### src/rtl/pos_sweep_pkg.sv
// pos_sweep_pkg: shared types and constants for the POS minterm sweeper.
//   state_t       - sweep controller states (IDLE, SCAN, DRAIN)
//   *_VARS/*_CLAUSES limits - legal parameter ranges
//   POS_DEF/NEG_DEF - default masks for F = (A+B)(C+D)E with 5 vars, 3 clauses
//   sweep_size()  - number of input vectors visited for a given width
//   params_legal() - range check helper for parameter sets
package pos_sweep_pkg;

  typedef enum logic [1:0] {
    IDLE  = 2'd0,
    SCAN  = 2'd1,
    DRAIN = 2'd2
  } state_t;

  localparam int MIN_VARS    = 2;
  localparam int MAX_VARS    = 16;
  localparam int MIN_CLAUSES = 1;
  localparam int MAX_CLAUSES = 16;

  // Clause 0 sits in the low 5 bits: clause0 = A+B, clause1 = C+D, clause2 = E.
  localparam logic [14:0] POS_DEF = {5'b00001, 5'b00110, 5'b11000};
  localparam logic [14:0] NEG_DEF = 15'b0;

  function automatic int sweep_size(input int n_vars);
    return 1 << n_vars;
  endfunction

  function automatic bit params_legal(input int n_vars, input int n_clauses);
    return (n_vars >= MIN_VARS) && (n_vars <= MAX_VARS) &&
           (n_clauses >= MIN_CLAUSES) && (n_clauses <= MAX_CLAUSES);
  endfunction

endpackage

### src/rtl/pos_clause_eval.sv
// pos_clause_eval: combinational product-of-sums evaluator.
//   vec      - input vector, bit N_VARS-1 = A (MSB)
//   pos_mask - clause k at [k*N_VARS +: N_VARS], set bit = uncomplemented literal
//   neg_mask - same layout, set bit = complemented literal
//   f        - AND over all clauses of (OR of selected literals)
// A clause with no literals evaluates 0, which forces f to 0.
module pos_clause_eval
  import pos_sweep_pkg::*;
#(
  parameter int N_VARS    = 5,
  parameter int N_CLAUSES = 3
) (
  input  logic [N_VARS-1:0]           vec,
  input  logic [N_CLAUSES*N_VARS-1:0] pos_mask,
  input  logic [N_CLAUSES*N_VARS-1:0] neg_mask,
  output logic                        f
);

  always_comb begin
    f = 1'b1;
    for (int k = 0; k < N_CLAUSES; k++) begin
      f = f & ((|(vec & pos_mask[k*N_VARS +: N_VARS])) |
               (|(~vec & neg_mask[k*N_VARS +: N_VARS])));
    end
  end

endmodule

### src/rtl/pos_minterm_sweep.sv
// pos_minterm_sweep: run-time programmable POS function with a minterm sweeper.
//   clk, rst_n        - clock, synchronous active-low reset
//   start             - begin a sweep (only honoured in IDLE)
//   pos_mask/neg_mask - clause literal masks, latched on an accepted start
//   busy, done        - sweep in progress / one-cycle end-of-sweep pulse
//   m_valid/m_ready/m_index - minterm output stream
//   count             - minterms found in the current or last sweep
//   eval_in/eval_out  - combinational spot evaluation on the live masks
//   state             - controller state, for observation
//
// Output handshake: a beat transfers on a rising clk edge where m_valid and
// m_ready are both 1. Once m_valid is raised, m_index stays stable until the
// beat transfers; m_valid never drops without a transfer (except on reset).
module pos_minterm_sweep
  import pos_sweep_pkg::*;
#(
  parameter int N_VARS    = 5,
  parameter int N_CLAUSES = 3
) (
  input  logic                        clk,
  input  logic                        rst_n,
  input  logic                        start,
  input  logic [N_CLAUSES*N_VARS-1:0] pos_mask,
  input  logic [N_CLAUSES*N_VARS-1:0] neg_mask,
  output logic                        busy,
  output logic                        done,
  output logic                        m_valid,
  input  logic                        m_ready,
  output logic [N_VARS-1:0]           m_index,
  output logic [N_VARS:0]             count,
  input  logic [N_VARS-1:0]           eval_in,
  output logic                        eval_out,
  output state_t                      state
);

  localparam logic [N_VARS:0] IDX_LAST = {1'b0, {N_VARS{1'b1}}};

  state_t                      state_n;
  logic [N_VARS:0]             idx, idx_n;
  logic [N_CLAUSES*N_VARS-1:0] pos_q, pos_n;
  logic [N_CLAUSES*N_VARS-1:0] neg_q, neg_n;
  logic                        m_valid_n;
  logic [N_VARS-1:0]           m_index_n;
  logic [N_VARS:0]             count_n;
  logic                        done_n;
  logic                        f_scan;
  logic                        advance;

  // Sweep evaluator works on the snapshot taken at start.
  pos_clause_eval #(
    .N_VARS   (N_VARS),
    .N_CLAUSES(N_CLAUSES)
  ) u_scan_eval (
    .vec     (idx[N_VARS-1:0]),
    .pos_mask(pos_q),
    .neg_mask(neg_q),
    .f       (f_scan)
  );

  // Spot evaluator follows the live mask inputs.
  pos_clause_eval #(
    .N_VARS   (N_VARS),
    .N_CLAUSES(N_CLAUSES)
  ) u_spot_eval (
    .vec     (eval_in),
    .pos_mask(pos_mask),
    .neg_mask(neg_mask),
    .f       (eval_out)
  );

  // The output register can take a new value when empty or being drained.
  assign advance = !m_valid || m_ready;
  assign busy    = (state != IDLE);

  always_comb begin
    state_n   = state;
    idx_n     = idx;
    pos_n     = pos_q;
    neg_n     = neg_q;
    m_valid_n = m_valid;
    m_index_n = m_index;
    count_n   = count;
    done_n    = 1'b0;
    case (state)
      IDLE: begin
        if (start) begin
          pos_n   = pos_mask;
          neg_n   = neg_mask;
          idx_n   = '0;
          count_n = '0;
          state_n = SCAN;
        end
      end
      SCAN: begin
        if (advance) begin
          if (f_scan) begin
            m_index_n = idx[N_VARS-1:0];
            m_valid_n = 1'b1;
            count_n   = count + 1'b1;
          end else begin
            m_valid_n = 1'b0;
          end
          idx_n = idx + 1'b1;
          if (idx == IDX_LAST) begin
            state_n = DRAIN;
          end
        end
      end
      DRAIN: begin
        if (advance) begin
          m_valid_n = 1'b0;
          done_n    = 1'b1;
          state_n   = IDLE;
        end
      end
      default: begin
        state_n   = IDLE;
        m_valid_n = 1'b0;
      end
    endcase
  end

  always_ff @(posedge clk) begin
    if (!rst_n) begin
      state   <= IDLE;
      idx     <= '0;
      pos_q   <= '0;
      neg_q   <= '0;
      m_valid <= 1'b0;
      m_index <= '0;
      count   <= '0;
      done    <= 1'b0;
    end else begin
      state   <= state_n;
      idx     <= idx_n;
      pos_q   <= pos_n;
      neg_q   <= neg_n;
      m_valid <= m_valid_n;
      m_index <= m_index_n;
      count   <= count_n;
      done    <= done_n;
    end
  end

endmodule

### config.mk
export PLATFORM = sky130hd
export DESIGN_NAME = pos_minterm_sweep
export DESIGN_NICKNAME = d
export VERILOG_FILES = /design/src/rtl/pos_sweep_pkg.sv /design/src/rtl/pos_clause_eval.sv /design/src/rtl/pos_minterm_sweep.sv
export SDC_FILE = /design/constraint.sdc
export NUM_CORES = 1
export LEC_CHECK = 0
export CAP_MARGIN = 5
export CORE_MARGIN = 4
export CORE_UTILIZATION = 30
export DETAILED_ROUTE_END_ITERATION = 8
export DONT_BUFFER_PORTS = 1
export HOLD_SLACK_MARGIN = 0.15
export PLACE_DENSITY = 0.55
export SLEW_MARGIN = 20
export SYNTH_ARGS = -nofsm -noshare
export SYNTH_HDL_FRONTEND = slang
export SYNTH_SLANG_ARGS = --single-unit
### constraint.sdc
create_clock -name clk -period 4.63 [get_ports clk]
set_input_delay 0.926 -clock clk [delete_from_list [all_inputs] [get_ports clk]]
set_output_delay 0.926 -clock clk [all_outputs]
set_load 0.01 [all_outputs]
==> results of run 1 <==
## metrics by stage
step	std cells	power, mW
2_1_floorplan	299	0.550
3_3_place_gp	383	0.566
3_5_place_dp	383	0.568
4_1_cts	390	0.823
5_1_grt	390	0.851
6_report	390	0.810
## state kept, by name (all words and copies together) (netlist names)
register	cells
neg_q	15
m_index	5
done	1
idx	6
state	2
m_valid	1
pos_q	15
count	6
## area by class of cell
class | instances | area share, %
Sequential cell | 51 | 39.6
Inverter | 3 | 0.436
Multi-Input combinational cell | 224 | 51.0
Clock inverter | 2 | 0.533
Clock buffer | 5 | 2.67
Timing Repair Buffer | 3 | 0.873
Tap cell | 102 | 4.95
## cells in the final DEF, fill, tap and decap left out, types with 2 or more instances in the layout
| master | instances |
|---|---|
| nand3_1 | 14 |
| inv_1 | 2 |
| nand2_1 | 86 |
| o31a_1 | 2 |
| nand2b_1 | 2 |
| nor3_1 | 4 |
| or4_1 | 3 |
| mux2i_1 | 33 |
| xnor2_1 | 2 |
| clkbuf_8 | 5 |
| nand3b_1 | 2 |
| o22ai_1 | 2 |
| nor2b_1 | 2 |
| a21oi_1 | 34 |
| o21a_1 | 3 |
| buf_4 | 3 |
| ha_1 | 2 |
| nand4_1 | 2 |
| dfxtp_1 | 51 |
| o21ai_0 | 2 |
| mux2_2 | 3 |
| nor2_1 | 10 |
## worst register-to-register path, stage by stage, from the launching register on
cell and delay, ns:
dfxtp_1 0.62, mux2i_1 0.15, nand3_1 0.11, o22ai_1 0.19, nor3_2 0.89, o21ai_0 0.21
## layer usage
metal  share of wire [%]  global-route usage, %  vias to the layer above
met1                  47                   18.1                      891
met4                0.58                   2.94                        0
met5                   0                      0                        -
li1                    -                      -                      997
met3                  10                   5.29                        5
met2                  43                   19.2                       81
## power by group through the flow
stage / Combinational, mW / Clock, mW / Sequential [mW]
after floorplan: 0.0760 / 0 / 0.474
after global placement: 0.0865 / 0 / 0.480
after detailed placement: 0.0882 / 0 / 0.480
after CTS: 0.0883 / 0.265 / 0.470
after global routing: 0.0992 / 0.280 / 0.472
final: 0.0875 / 0.254 / 0.469
## final timing paths
kind | endpoint | from | cells after the start | slack [ns]
setup / recovery | eval_out | eval_in[2] | 3 | 2.21
hold / removal | neg_q[4] | neg_q[4] | 2 | 0.46
setup reg to reg | count[3] | idx[4] | 5 | 2.32
hold reg to reg | neg_q[4] | neg_q[4] | 2 | 0.46
## kinds of logic (layout without fill, tap and decap cells)
group                    count (synthesis)  after routing  synth area share [%]
multiplexers                            36             36                  14.9
adder cells (fa/ha/maj)                  2              2                  1.03
AO/OA/AOI/OAI                           50             50                  12.7
AND/OR/NAND/NOR                        133            133                  24.0
flip-flops                              51             51                  41.9
XOR/XNOR                                 3              3                  1.08
buffers and inverters                   24             13                  4.41
==> flow_metrics.tcl, run 1 <==
set metrics [dict create \
    dr.pass1.iters 4 \
    avgSynthCellArea_um2 8.16 \
    place.gp.congestion 0.802 \
    wl_per_cell_um 15.8 \
    synth_flop_cell "dfxtp_1" \
    synth_edf_count 0 \
    power_frac_seq_pct 57.9 \
    synthesis.instances 299 \
    cp_num_buf_inv 0 \
    die_w_um 98.2 \
    powerDensity_mw_per_mm2 314 \
    first_iter_violations 102 \
    globalRouteOverflowTotal 0 \
    worst_slack_ns 2.21 \
    synth_area_leaders "dfxtp_1, mux2i_1, nand2_1" \
    intPower_uw 594 \
    io_pins 56 \
    clk_pin_slew_worst_paths_ns 0.09 \
    grt_max_degree 37 \
    hold_class "flop to flop" \
    track_usage_pct 13.1 \
    pwr-share-clk_pct 31.3 \
    antenna_found_initial 0 \
    numPortBuffers 0 \
    cts_buffers 5 \
    cts_num_sinks 51 \
    yosysUniqueCellTypes 41 \
    slew_headroom_pct 31.4 \
    ff_latch_area_mm2 0.00102 \
    cp_cell_sequence "mux2_2 > o22ai_1 > a31oi_1" \
    core_mm2 0.00781 \
    ys_async_sr_fraction_pct 0 \
    clock-skew-final_ns 0.00628 \
    via_per_inst 5.06 \
    dieArea_mm2 0.00964 \
    nFillCells 839 \
    pre_cts_slack_ns 2.01 \
    status "complete, no violations" \
    holdBufCountCts 0 \
    multi_input_area_mm2 0.00132 \
    power.switching_uw 216 \
    fmaxAchievable_mhz 413 \
    finalCoreUtilization_pct 33.0 \
    cts-resized-gates 0 \
    cp.required_ns 3.70 \
    finalMaxSlewViolations 0 \
    root_buffer "clkbuf_8" \
    place_area_mm2 0.00250 \
    synth.net_count 340 \
    worst_setup_path_start_kind "input pin" \
    worst_slew_pin_slew_ns 1.02 \
    synth.top_cell.area_share_pct 41.9 \
    drc 0 \
    setup_tns_ns 0 \
    setup-violations-final 0 \
    crit_family "multiplexers" \
    yosys_warnings 0 \
    fin_crit_sh_pct 52.3 \
    ys_ff_latch 51 \
    cp-end-kind "output pin" \
    synth_area_mm2 0.00244 \
    num_vias 1974 \
    detail_route.wirelength_mm 6.16 \
    dpl.hpwl_mm 4.53 \
    cap_violations 0 \
    critical_path.slowest_cell "mux2_2" \
    rsz0062_at_grt "no" \
    post-cts-setup-buffers 0 \
    drtAntennaViolNets 0 \
    arrival_ns 1.49 \
    ir_drop_v 0.000125 \
    row_count 32 \
    holdWs_ns 0.458 \
    slowest_delay_ns 0.31 \
    layout-drive-gt1-share_pct 6.94 \
    switching_share_pct 26.7 \
    grt_first_pass_wirelength_mm 10.2 \
    p_leak_nw 0.893 \
    die_h_um 98.2 \
    fin_area_mm2 0.00258 \
    clock_path_buffers 2 \
    worstSkewPairLatency_ns 0.30 \
    synth_area_leader_cell "dfxtp_1" \
    synthTopCellsByCount "nand2_1, dfxtp_1, a21oi_1" \
    n_antenna_cell 0 \
    power.share.combinational_pct 10.8 \
    crit_type "input pin to output pin" \
    period_needed_ns 2.42 \
    first_global_vias 1948 \
    nets 329 \
    synth.most_common_cell "nand2_1" \
    ys_seq_area_share_pct 41.9 \
    h-tree-depth 2 \
    synthToLayoutAreaGrowth_pct 5.80 \
    start_util_pct 31.2 \
    cp_max_fo 3 \
    cts_tree "yes" \
    hold_viol 0 \
]
Note: power is estimated with default switching activity, not from simulation.
==> run 2: changes to the inputs <==
PLACE_DENSITY = 0.56   (was 0.55)
clock period = 2.1 ns   (was 4.63 ns; I/O delays follow)
==> run 2 against run 1 <==
Net effect: critical path depth up 3; sequential share of layout area shrank 1.8 points; clock skew is 0.0021 ns higher; register-to-register slack worse by 2.2 ns; sequential power grew 120%; combinational power increased to 2.6 times the previous value; critical path type is now flop to flop; largest cell class unchanged; cell area up 4.7%.
==> flow_metrics.tcl, run 2 (same netlist as run 1, synthesis figures left out) <==
set metrics [dict create \
    worst_slew_pin_slew_ns 0.642 \
    worst_setup_path_start_kind "flop" \
    fin_crit_sh_pct 92.8 \
    antenna_found_initial 0 \
    place.gp.congestion 0.785 \
    power.share.combinational_pct 12.3 \
    largestRegisters "neg_q: 15 flops, pos_q: 15 flops" \
    globalRouteOverflowTotal 0 \
    nets 343 \
    holdBufCountCts 0 \
    slew_headroom_pct 57.1 \
    power.switching_uw 507 \
    synthToLayoutAreaGrowth_pct 10.7 \
    cp.required_ns 2.33 \
    status "complete, no violations" \
    track_usage_pct 13.7 \
    ir_drop_v 0.000239 \
    cts_num_sinks 51 \
    setup-violations-final 0 \
    crit_family "simple AND/OR/NAND/NOR gates" \
    num_vias 2016 \
    h-tree-depth 2 \
    cp_max_fo 7 \
    dieArea_mm2 0.00964 \
    layout-drive-gt1-share_pct 11.6 \
    hold_class "input pin to flop" \
    cap_violations 0 \
    clock_path_buffers 2 \
    total_power_mw 1.85 \
    period_needed_ns 1.95 \
    pwr-share-clk_pct 32.0 \
    rsz0062_at_grt "no" \
    drc 0 \
    nFillCells 839 \
    cp_num_buf_inv 1 \
    grt_max_degree 31 \
    worstSkewPairLatency_ns 0.31 \
    die_w_um 98.2 \
    die_h_um 98.2 \
    row_count 32 \
    critical_path.slowest_cell "or4b_2" \
    power_frac_seq_pct 55.6 \
    numPortBuffers 0 \
    finalMaxSlewViolations 0 \
    cp_cell_sequence "mux2i_1 > nand3_1 > o22ai_1 > buf_4 > or4b_2 > o211ai_1" \
    start_util_pct 31.2 \
    cp-end-kind "flop" \
    intPower_mw 1.34 \
    core_mm2 0.00781 \
    powerDensity_mw_per_mm2 685 \
    crit_type "flop to flop" \
    slowest_delay_ns 0.66 \
    first_global_vias 2058 \
    final_common_cell "nand2_1" \
    switching_share_pct 27.4 \
    clock-skew-final_ns 0.00843 \
    drtAntennaViolNets 0 \
    clk_pin_slew_worst_paths_ns 0.10 \
    cts_buffers 5 \
    wl_per_cell_um 15.8 \
    arrival_ns 2.18 \
    r2r_slack_ns 0.15 \
    final_cell_mix "nand2_1, dfxtp_1, a21oi_1, mux2i_1, buf_4" \
    grt_first_pass_wirelength_mm 10.5 \
    fmaxAchievable_mhz 513 \
    n_antenna_cell 0 \
    hold_viol 0 \
    dr.pass1.iters 4 \
    p_leak_nw 0.976 \
    detail_route.wirelength_mm 6.40 \
    cts_tree "yes" \
    io_pins 56 \
    holdWs_ns 0.228 \
    dpl.hpwl_mm 4.90 \
    first_iter_violations 81 \
    root_buffer "clkbuf_8" \
    via_per_inst 4.98 \
]
-- run 2: changes by cell type in the layout (fill, tap and decap cells not counted) --
| cell | before | now |
|---|---|---|
| nor3_2 | 1 | 0 |
| clkinv_4 | 1 | 0 |
| inv_6 | 0 | 2 |
| nor3_4 | 0 | 1 |
| buf_4 | 3 | 17 |
-- run 2: metal layers --
metal	up-vias	GRT usage [%]	part of all wire, %
met1	919	19.0	48
li1	1022	-	-
met2	71	20.4	43
met4	0	3.47	0.91
met5	-	0	0
met3	4	4.86	8.2
-- run 2: power groups by stage --
stage,combinational (mW),clock [mW],sequential [mW]
floorplan,0.167,0,1.05
global placement,0.224,0,1.05
detailed placement,0.226,0,1.05
CTS,0.230,0.617,1.03
global route,0.261,0.657,1.03
finish,0.228,0.592,1.03
-- run 2: layout make-up --
type	instances	area, um^2	share of cell area [%]
clock inverters	3	22.5	0.834
well taps	102	128	4.73
repair buffers	17	128	4.73
inverters	3	11.3	0.417
flip-flops and latches	51	1020	37.8
clock buffers	5	68.8	2.55
multi-input cells	224	1320	48.9
-- run 2: final timing paths --
kind	start	cells past startpoint	end
max	idx[3]	6	count[5]
min	pos_mask[8]	2	pos_q[8]
max reg2reg	idx[3]	6	count[5]
min reg2reg	pos_q[12]	2	pos_q[12]
-- run 2: per-stage QoR --
stage	area, um^2	setup slack (ns)	setup TNS [ns]	util (%)	std cells
2_1_floorplan	2440	0.240	0	-	299
5_1_grt	2700	0.0487	0	34.6	405
3_3_place_gp	2600	0.0520	0	33.3	397
4_1_cts	2700	0.128	0	34.6	405
6_report	2700	0.151	0	34.6	405
3_5_place_dp	2600	-0.0364	-0.126	33.3	397
-- run 2: timing repair --
| action | CTS | global route |
|---|---|---|
| gates resized for setup | 1 | 0 |
| setup buffers | 0 | 0 |
| setup endpoints to repair | 9 | 0 |
==> run 3: changes to the inputs <==
CORE_MARGIN = 2   (was 4)
PLACE_DENSITY = 0.55   (was 0.56)
clock period = 2.48 ns   (was 2.1 ns; I/O delays follow)
==> run 3 against run 2 <==
Net effect: clock-buffer cell count is the same; wire length shrank 5.6%; worst setup slack better by 0.32 ns; largest power group unchanged.
==> flow_metrics.tcl, run 3 (same netlist as run 1, synthesis figures left out) <==
set metrics [dict create \
    status "complete, no violations" \
    die_w_um 94.2 \
    dpl.hpwl_mm 4.48 \
    track_usage_pct 14.4 \
    core_mm2 0.00781 \
    globalRouteOverflowTotal 0 \
    startpoint "idx[4]" \
    cp-end-kind "flop" \
    slew_headroom_pct 56.9 \
    worst_slew_pin_slew_ns 0.642 \
    hold_class "input pin to flop" \
    critPathCapture "count[3]" \
    cts_tree "yes" \
    holdBufCountCts 0 \
    final_common_cell "nand2_1" \
    start_util_pct 31.2 \
    powerDensity_mw_per_mm2 646 \
    synthToLayoutAreaGrowth_pct 10.0 \
    row_count 32 \
    crit_family "simple AND/OR/NAND/NOR gates" \
    antenna_found_initial 0 \
    wl_per_cell_um 15.3 \
    r2r-end "count[3]" \
    first_global_vias 1982 \
    switching_share_pct 23.7 \
    detail_route.wirelength_mm 6.05 \
    rsz0062_at_grt "no" \
    cts_buffers 5 \
    cp_cell_sequence "mux2i_1 > nand3_1 > o22ai_1 > nor3_4 > o21ai_0" \
    finalMaxSlewViolations 0 \
    n_antenna_cell 0 \
    largestRegisters "neg_q: 15 flops, pos_q: 15 flops" \
    period_needed_ns 2.01 \
    intPower_mw 1.32 \
    io_pins 56 \
    hold_viol 0 \
    num_vias 2001 \
    power.switching_uw 410 \
    cp_num_buf_inv 0 \
    clk_pin_slew_worst_paths_ns 0.10 \
    first_iter_violations 66 \
    power_frac_seq_pct 50.4 \
    numPortBuffers 0 \
    critical_path.slowest_cell "nor3_4" \
    grt_max_degree 33 \
    nets 333 \
    h-tree-depth 2 \
    worst_slack_ns 0.475 \
    cap_violations 0 \
    p_leak_nw 0.946 \
    cp_max_fo 11 \
    dieArea_mm2 0.00887 \
    setup_tns_ns 0 \
    fin_crit_sh_pct 80.9 \
    rr_startpoint "idx[4]" \
    cts-resized-gates 0 \
    arrival_ns 2.17 \
    dr.pass1.iters 4 \
    setup-violations-final 0 \
    crit_type "flop to flop" \
    worstSkewPairLatency_ns 0.30 \
    slowest_delay_ns 0.63 \
    pwr-share-clk_pct 39.5 \
    die_h_um 94.2 \
    power.share.combinational_pct 10.0 \
    worst_setup_path_start_kind "flop" \
    total_power_mw 1.73 \
    root_buffer "clkbuf_8" \
    via_per_inst 5.07 \
    fmaxAchievable_mhz 499 \
    grt_first_pass_wirelength_mm 9.91 \
    cts_num_sinks 51 \
    final_cell_mix "nand2_1, dfxtp_1, a21oi_1, mux2i_1, nand3_1" \
    finalCoreUtilization_pct 34.4 \
    layout-drive-gt1-share_pct 8.53 \
    pre_cts_slack_ns 0.179 \
    r2r_slack_ns 0.47 \
    critical_path_depth 5 \
    r2r.worst_path.cells 5 \
    drc 0 \
    drtAntennaViolNets 0 \
    nFillCells 835 \
    ir_drop_v 0.000206 \
    cp.required_ns 2.65 \
    clock-skew-final_ns 0.00838 \
    clock_path_buffers 2 \
    place.gp.congestion 0.833 \
    post-cts-setup-buffers 0 \
]
## run 3: layout make-up
| class | instances | area (um^2) | area share (%) |
|---|---|---|---|
| Tap cell | 102 | 128 | 4.76 |
| Clock buffer | 5 | 68.8 | 2.57 |
| Sequential cell | 51 | 1020 | 38.1 |
| Multi-Input combinational cell | 224 | 1320 | 49.3 |
| Timing Repair Buffer | 7 | 65.1 | 2.43 |
| Clock inverter | 3 | 67.6 | 2.52 |
| Inverter | 3 | 11.3 | 0.420 |
## run 3: worst min-delay path by stage
stage / startpoint / to / slack [ns] / cells past startpoint
floorplan: neg_q[4] / neg_q[4] / 0.43 / 2
global placement: neg_q[4] / neg_q[4] / 0.44 / 2
detailed placement: pos_q[11] / pos_q[11] / 0.45 / 2
CTS: rst_n / m_valid / 0.30 / 1
global route: rst_n / done / 0.30 / 2
finish: rst_n / m_valid / 0.31 / 1
## run 3: power groups by stage
| stage | Combinational, mW | Clock [mW] | Sequential, mW |
|---|---|---|---|
| 2_1_floorplan | 0.142 | 0 | 0.885 |
| 3_3_place_gp | 0.170 | 0 | 0.893 |
| 3_5_place_dp | 0.172 | 0 | 0.894 |
| 4_1_cts | 0.172 | 0.705 | 0.875 |
| 5_1_grt | 0.198 | 0.738 | 0.879 |
| 6_report | 0.174 | 0.685 | 0.874 |
## run 3: layer usage
layer  global-route usage, %  wire (um)  vias to the layer above  part of all wire, %
li1                        -          -                     1006                    -
met1                    19.0       2760                      905                   46
met2                    22.7       2650                       85                   44
met3                    5.38        590                        5                  9.8
met4                    2.90         42                        0                 0.69
met5                       0          0                        -                    0
## run 3: stage by stage
step                instances  hold slack, ns  instance area (um^2)
floorplan                 299           0.432                  2440
CTS                       395           0.300                  2680
global route              395           0.298                  2680
detailed placement        387           0.447                  2540
global placement          387           0.442                  2540
finish                    395           0.308                  2680
## run 3: worst reg2reg max path, stage by stage (launching register included)
cell,delay [ns]
dfxtp_1,0.61
mux2i_1,0.14
nand3_1,0.10
o22ai_1,0.20
nor3_4,0.63
o21ai_0,0.19
